### src/rtl/mem_port_arbiter_if.sv
// Bundles the IF-path, MEM-path and memory-port signals of mem_port_arbiter.
// The arbiter uses slave and the requesters/memory model use master. No storage, no flow control of its own.
interface mem_port_arbiter_if;
    logic        i_req;
    logic [31:0] i_addr;
    logic [31:0] i_rdata;
    logic        i_done;
    logic        d_req;
    logic        d_we;
    logic [31:0] d_addr;
    logic [31:0] d_wdata;
    logic [31:0] d_rdata;
    logic        d_done;
    logic [31:0] mem_addr;
    logic [31:0] mem_wdata;
    logic        mem_we;
    logic [31:0] mem_rdata;
    logic        busy;
    logic        owner;

    modport slave (
        input  i_req, i_addr, d_req, d_we, d_addr, d_wdata, mem_rdata,
        output i_rdata, i_done, d_rdata, d_done, mem_addr, mem_wdata, mem_we, busy, owner
    );

    modport master (
        output i_req, i_addr, d_req, d_we, d_addr, d_wdata, mem_rdata,
        input  i_rdata, i_done, d_rdata, d_done, mem_addr, mem_wdata, mem_we, busy, owner
    );
endinterface

### src/rtl/mem_port_arbiter.sv
// Shares the single memory port between IF and MEM. Each access takes LATENCY+2 cycles (IDLE, ACCESS x LATENCY, RESP).
// Requesters hold req until their done pulse. DATA wins ties unless MEM_ARB_ROUND_ROBIN_EN alternates them.
module mem_port_arbiter #(
    parameter int LATENCY = 4
) (
    input  logic               clk,
    input  logic               rst_b,
    mem_port_arbiter_if.slave  bus
);
    localparam int CW = $clog2(LATENCY + 1);

    typedef enum logic [1:0] {
        ST_IDLE   = 2'd0,
        ST_ACCESS = 2'd1,
        ST_RESP   = 2'd2
    } state_t;

    state_t        r_state;
    state_t        w_state_nxt;
    logic [CW-1:0] r_cnt;
    logic [CW-1:0] w_cnt_nxt;
    logic          r_owner;
    logic          r_we;
    logic [31:0]   r_mem_addr;
    logic [31:0]   r_mem_wdata;
    logic [31:0]   r_i_rdata;
    logic [31:0]   r_d_rdata;

    logic          w_any_req;
    logic          w_grant_d;
    logic          w_grant;
    logic          w_access_end;
    logic [31:0]   w_req_addr;

`ifdef MEM_ARB_ROUND_ROBIN_EN
    logic          r_last_owner;

    // On a tie the requester that did not own the previous access wins.
    always_comb begin
        w_grant_d = bus.d_req;
        if (bus.d_req && bus.i_req) begin
            w_grant_d = ~r_last_owner;
        end
    end

    always_ff @(posedge clk or negedge rst_b) begin
        if (!rst_b) begin
            r_last_owner <= 1'b0;
        end else if (r_state == ST_RESP) begin
            r_last_owner <= r_owner;
        end
    end
`else
    always_comb begin
        w_grant_d = bus.d_req;
    end
`endif

    assign w_any_req    = bus.d_req | bus.i_req;
    assign w_grant      = (r_state == ST_IDLE) && w_any_req;
    assign w_access_end = (r_state == ST_ACCESS) && (r_cnt == '0);
    assign w_req_addr   = w_grant_d ? bus.d_addr : bus.i_addr;

    always_ff @(posedge clk or negedge rst_b) begin
        if (!rst_b) begin
            r_state <= ST_IDLE;
            r_cnt   <= '0;
        end else begin
            r_state <= w_state_nxt;
            r_cnt   <= w_cnt_nxt;
        end
    end

    always_comb begin
        w_state_nxt = r_state;
        w_cnt_nxt   = r_cnt;
        case (r_state)
            ST_IDLE: begin
                if (w_any_req) begin
                    w_state_nxt = ST_ACCESS;
                    w_cnt_nxt   = CW'(LATENCY - 1);
                end
            end
            ST_ACCESS: begin
                if (r_cnt == '0) begin
                    w_state_nxt = ST_RESP;
                end else begin
                    w_cnt_nxt = r_cnt - 1'b1;
                end
            end
            ST_RESP: begin
                w_state_nxt = ST_IDLE;
            end
            default: begin
                w_state_nxt = ST_IDLE;
                w_cnt_nxt   = '0;
            end
        endcase
    end

    // The memory-side address/data registers only move on a grant, so they hold between accesses.
    always_ff @(posedge clk or negedge rst_b) begin
        if (!rst_b) begin
            r_owner     <= 1'b0;
            r_we        <= 1'b0;
            r_mem_addr  <= '0;
            r_mem_wdata <= '0;
            r_i_rdata   <= '0;
            r_d_rdata   <= '0;
        end else begin
            if (w_grant) begin
                r_owner    <= w_grant_d;
                r_we       <= w_grant_d & bus.d_we;
                r_mem_addr <= w_req_addr & ~32'h3;
                if (w_grant_d) begin
                    r_mem_wdata <= bus.d_wdata;
                end
            end
            if (w_access_end && !r_we) begin
                if (r_owner) begin
                    r_d_rdata <= bus.mem_rdata;
                end else begin
                    r_i_rdata <= bus.mem_rdata;
                end
            end
        end
    end

    // Decoded from state so an asynchronous reset drops the write strobe at once.
    assign bus.mem_we    = w_access_end & r_we;
    assign bus.mem_addr  = r_mem_addr;
    assign bus.mem_wdata = r_mem_wdata;
    assign bus.i_done    = (r_state == ST_RESP) & ~r_owner;
    assign bus.d_done    = (r_state == ST_RESP) &  r_owner;
    assign bus.i_rdata   = r_i_rdata;
    assign bus.d_rdata   = r_d_rdata;
    assign bus.busy      = (r_state != ST_IDLE);
    assign bus.owner     = r_owner;
endmodule

### src/flat_wrapper.sv
// flat-port wrapper written by rule: the top's interface ports become plain ports
module mem_port_arbiter_flat 
#(
    parameter int LATENCY = 4
)
  (clk, rst_b, bus_i_req, bus_i_addr, bus_d_req, bus_d_we, bus_d_addr, bus_d_wdata, bus_mem_rdata, bus_i_rdata, bus_i_done, bus_d_rdata, bus_d_done, bus_mem_addr, bus_mem_wdata, bus_mem_we, bus_busy, bus_owner);
  mem_port_arbiter_if bus_i ();
  input  logic clk;
  input  logic rst_b;
  input wire logic [$bits(bus_i.i_req)-1:0] bus_i_req;
  input wire logic [$bits(bus_i.i_addr)-1:0] bus_i_addr;
  input wire logic [$bits(bus_i.d_req)-1:0] bus_d_req;
  input wire logic [$bits(bus_i.d_we)-1:0] bus_d_we;
  input wire logic [$bits(bus_i.d_addr)-1:0] bus_d_addr;
  input wire logic [$bits(bus_i.d_wdata)-1:0] bus_d_wdata;
  input wire logic [$bits(bus_i.mem_rdata)-1:0] bus_mem_rdata;
  output wire logic [$bits(bus_i.i_rdata)-1:0] bus_i_rdata;
  output wire logic [$bits(bus_i.i_done)-1:0] bus_i_done;
  output wire logic [$bits(bus_i.d_rdata)-1:0] bus_d_rdata;
  output wire logic [$bits(bus_i.d_done)-1:0] bus_d_done;
  output wire logic [$bits(bus_i.mem_addr)-1:0] bus_mem_addr;
  output wire logic [$bits(bus_i.mem_wdata)-1:0] bus_mem_wdata;
  output wire logic [$bits(bus_i.mem_we)-1:0] bus_mem_we;
  output wire logic [$bits(bus_i.busy)-1:0] bus_busy;
  output wire logic [$bits(bus_i.owner)-1:0] bus_owner;
  assign bus_i.i_req = bus_i_req;
  assign bus_i.i_addr = bus_i_addr;
  assign bus_i.d_req = bus_d_req;
  assign bus_i.d_we = bus_d_we;
  assign bus_i.d_addr = bus_d_addr;
  assign bus_i.d_wdata = bus_d_wdata;
  assign bus_i.mem_rdata = bus_mem_rdata;
  assign bus_i_rdata = bus_i.i_rdata;
  assign bus_i_done = bus_i.i_done;
  assign bus_d_rdata = bus_i.d_rdata;
  assign bus_d_done = bus_i.d_done;
  assign bus_mem_addr = bus_i.mem_addr;
  assign bus_mem_wdata = bus_i.mem_wdata;
  assign bus_mem_we = bus_i.mem_we;
  assign bus_busy = bus_i.busy;
  assign bus_owner = bus_i.owner;
  mem_port_arbiter #(.LATENCY(LATENCY)) u_core (.clk(clk), .rst_b(rst_b), .bus(bus_i));
endmodule
### config.mk
export PLATFORM = sky130hd
export DESIGN_NAME = mem_port_arbiter_flat
export DESIGN_NICKNAME = d
export VERILOG_FILES = /design/src/rtl/mem_port_arbiter_if.sv /design/src/rtl/mem_port_arbiter.sv /design/src/flat_wrapper.sv
export SDC_FILE = /design/constraint.sdc
export NUM_CORES = 1
export LEC_CHECK = 0
export BUFFER_PORTS_ARGS = -buffer_cell sky130_fd_sc_hd__buf_2
export CAP_MARGIN = 0
export CORE_MARGIN = 5
export CORE_UTILIZATION = 45
export DETAILED_ROUTE_END_ITERATION = 7
export PLACE_DENSITY = 0.78
export SLEW_MARGIN = 5
export SYNTH_ARGS = -nofsm -noshare
export SYNTH_HDL_FRONTEND = slang
export SYNTH_SLANG_ARGS = --single-unit
### constraint.sdc
create_clock -name clk -period 2.05 [get_ports clk]
set_input_delay 0.205 -clock clk [delete_from_list [all_inputs] [get_ports clk]]
set_output_delay 0.205 -clock clk [all_outputs]
set_load 0.1 [all_outputs]
==> summary.md <==
In this run, synthesis produced a sequential element count of 133. The violation count after the first detailed-routing iteration was 195; the share of synthesized area spent on multiplexers was 27.3%. The logs give 19.5% for the total routing usage reported by global routing and 0 for the number of endpoints failing setup at the final stage. Sort of element at the end of the critical path: an output port. The tools report the worst clock skew on the final layout as 7.25 ps.

The tools report the post-CTS repair timing setup buffer count as 0. The highest cell delay on the worst timing path was 390 ps; the minimum period implied by the final worst setup slack was 1940 ps. The number of buffers added on ports is 259, and the largest fanout on the critical path is 4.

Clock tree synthesis selected as its root buffer the cell sky130_fd_sc_hd__clkbuf_16. By area, the combinational part of the netlist is dominated by multiplexers. During I/O placement, the number of pins put on the boundary was 266. The routability congestion estimate from global placement was 0.796; the max-slew violation count was 0. Sequential cells were found to cover 60.4% of the synthesized design area.

In the synthesized netlist the dominant register cell turns out to be sky130_fd_sc_hd__dfrtp_1. Worst hold endpoint: u_core.bus.mem_wdata[4]. Setup repair after global routing left no endpoint under its margin.

The synthesized netlist devotes 6.57% of its cell area to compound gates. The type of the most critical hold path was in2reg. The post-placement cell count is 769. The endpoint of the lowest-slack register-to-register path is u_core.bus.d_rdata[20]. Counting the fill cells in the layout gives 919.

After the last flow step, the layout net total stands at 777. The logs give 300 ps for the reg2reg setup slack and 10400 µm for the final HPWL from detailed placement. Yosys mapped the design onto 32 distinct sky130hd cell types. The synthesized netlist devotes 2.39% of its cell area to simple gates. The tools report the core region area as 12000 µm². TritonCTS built the clock tree. The startpoint identified for the worst hold timing path is bus_d_wdata[4].

Number of nets with antenna violations after routing: 0. Synthesis-to-layout area growth: 39.1%. The run gives 0 as the count of yosys warnings during synthesis. Height of the die: 121 µm. For this configuration, the core starts out at a cell density of 45.9%. The mean instance size in the synthesized netlist works out to 14.6 µm². The row count is 40, and the later-pin clock latency in the skew report is 410 ps. Counting every instance in the synthesized netlist gives 378. Measured along the x axis, the die boundary spans 121 µm. For this run, asynchronously set or reset flops after synthesis account for 100%. The number of max-cap violations came out at 0.

Sorting the synthesized cells by area gives the leading types as sky130_fd_sc_hd__dfrtp_1 (60%), sky130_fd_sc_hd__mux2_2 (13%), sky130_fd_sc_hd__mux2_4 (8.2%), sky130_fd_sc_hd__mux2i_1 (5.6%), sky130_fd_sc_hd__o21ai_0 (5.5%). Among all cell types in the netlist, the one instantiated most often is sky130_fd_sc_hd__dfrtp_1. Overall die area: 14600 µm².

Entering global routing, the biggest net connects 54 pins. The clock sink count was 133. The flow ran to the end, and the final reports show no timing, DRC or antenna violations.

Dividing the final minimum period by the clock period gives 94.8%. The count of placed standard cells in the final layout, fillers left out was 801; the fraction of layout instances using a drive strength above 1 was 61.3%. Among all stages on the critical path, the largest delay is contributed by sky130_fd_sc_hd__dfrtp_1.

TritonCTS created 17 clock buffers. The cell count of the worst hold path is 2, and the worst reg2reg path depth is 6. Data arrives at the worst endpoint at 1740 ps. The critical path startpoint category is a flop.

The longest clock path from root to sink contains 2 buffers. The per-cell via count in the routed design works out to 5.06. Cells fill 63.8% of the core in the end. Clock-pin slew was measured on the worst setup and hold paths at 50 ps. Based on the critical path, the design can be clocked at up to 0.515 GHz.

The deepest level of the CTS H-tree was 4; the number of vias after detailed routing was 4056. Fraction of post-synthesis cell area in the top cell type by area: 60.4%. The first-pass iteration count of the detailed router was 4.

In this run the critical register-to-register path is launched from u_core.r_cnt[0]. Data required time at the worst endpoint: 1850 ps. The run gives 5510 µm² as the synthesized cell area.

By count the netlist is led by sky130_fd_sc_hd__dfrtp_1 (133), sky130_fd_sc_hd__mux2_2 (66), sky130_fd_sc_hd__o21ai_0 (60). The critical path is of the reg2out type. The initial antenna violation count was 0. Summing the areas of all xor and xnor instances in the mapped netlist gives 0% of the synthesized area. Global routing finished with a remaining overflow of 0.

The number of synthesized flops with an enable pin is 0. Dividing the detail-routed wire length by the instance count gives 17.4 µm. The tools report the number of global-route vias before repair as 4491. The residual DRC count is 0. sky130_fd_sc_hd__dfrtp_1 takes more of the synthesized area than any other cell.

The adder and majority gate portion of the synthesized area was 0.454%. Traced cell by cell, the critical path runs through inv_1 -> ha_2 -> and4bb_4 -> and2_4 -> buf_12. The tools report the total count of hold-check failures in the final report as 0.

The repair_antennas step left the layout with diodes totalling 0. Setup total negative slack on the finished layout was measured at 0 ps. The routed design has 13900 µm of wire.

Global-route wire length before repair: 22300 µm.
==> how the worst max path moves through the flow <==
stage	startpoint	endpoint	slack [ps]	cells after the start
finish	u_core.r_cnt[0]	bus_mem_we	110	5
floorplan	u_core.r_state[0]	u_core.bus.mem_addr[22]	20	5
detailed placement	u_core.r_cnt[0]	u_core.bus.d_rdata[0]	270	6
global route	u_core.r_cnt[0]	bus_mem_we	20	5
global placement	u_core.r_cnt[0]	u_core.bus.d_rdata[0]	340	6
CTS	u_core.r_cnt[0]	bus_mem_we	20	5
==> metrics by stage <==
step | hold slack (ps) | instance area [µm²] | setup WS (ps)
2_1_floorplan | -90.6 | 5520 | 22.3
3_3_place_gp | 169 | 7030 | 337
3_5_place_dp | 181 | 7030 | 271
4_1_cts | 4.83 | 7650 | 15.3
5_1_grt | 16.1 | 7660 | 23.0
6_report | 25.5 | 7660 | 107
==> cell type report <==
cell class | count | area (µm²) | area share (%)
timing repair buffer | 269 | 1470 | 19.2
clock buffer | 22 | 464 | 6.06
tap | 147 | 184 | 2.40
inverter | 4 | 15.0 | 0.196
sequential | 133 | 3330 | 43.4
multi-input combinational | 217 | 2050 | 26.8
clock inverter | 9 | 151 | 1.98
==> flip-flops by register name, summed over array words and instances (netlist names) <==
| signal | cells |
|---|---|
| u_core.r_state | 2 |
| u_core.bus.i_rdata | 32 |
| u_core.bus.d_rdata | 32 |
| u_core.bus.mem_wdata | 32 |
| u_core.r_cnt | 3 |
| u_core.bus.owner | 1 |
| u_core.r_we | 1 |
| u_core.bus.mem_addr | 30 |
==> cell families after synthesis <==
group                    after synthesis
AND/OR/NAND/NOR                       18
other                                  1
buffers and inverters                 29
AO/OA/AOI/OAI                         68
multiplexers                         127
flip-flops                           133
adder cells (fa/ha/maj)                2
==> repair_timing <==
action / 4_1_cts / 5_1_grt
gates resized for setup: 0 / 3
endpoints found under the hold margin: 30 / 0
setup endpoints to repair: 0 / 2
hold buffers: 1 / 0
==> cells in the final DEF (no fill, tap or decap), types with 4 or more instances in the layout <==
cell                        count
sky130_fd_sc_hd__mux2i_1       31
sky130_fd_sc_hd__mux2_2        66
sky130_fd_sc_hd__dfrtp_1      133
sky130_fd_sc_hd__inv_1          4
sky130_fd_sc_hd__bufinv_16      4
sky130_fd_sc_hd__mux2_4        30
sky130_fd_sc_hd__o21ai_0       59
sky130_fd_sc_hd__buf_4          5
sky130_fd_sc_hd__buf_12         7
sky130_fd_sc_hd__buf_2        256
sky130_fd_sc_hd__clkbuf_16     17
==> worst max-delay path: cells and delay by family (launching register included) <==
family | cells | cell delay, ps
flops | 1 | 390
fa+ha+maj | 1 | 210
simple gates | 2 | 460
buf+inv | 2 | 260
==> per-layer routing <==
metal / track usage [%] / part of all wire, % / vias to the layer above
li1: - / - / 1879
met1: 22.1 / 38 / 1962
met2: 34.4 / 51 / 191
met3: 6.13 / 8.7 / 24
met4: 7.08 / 1.8 / 0
met5: 0 / 0 / -
Power is not shown: default switching activity piles up to over one toggle a cycle in this logic, so the estimate is an artifact.
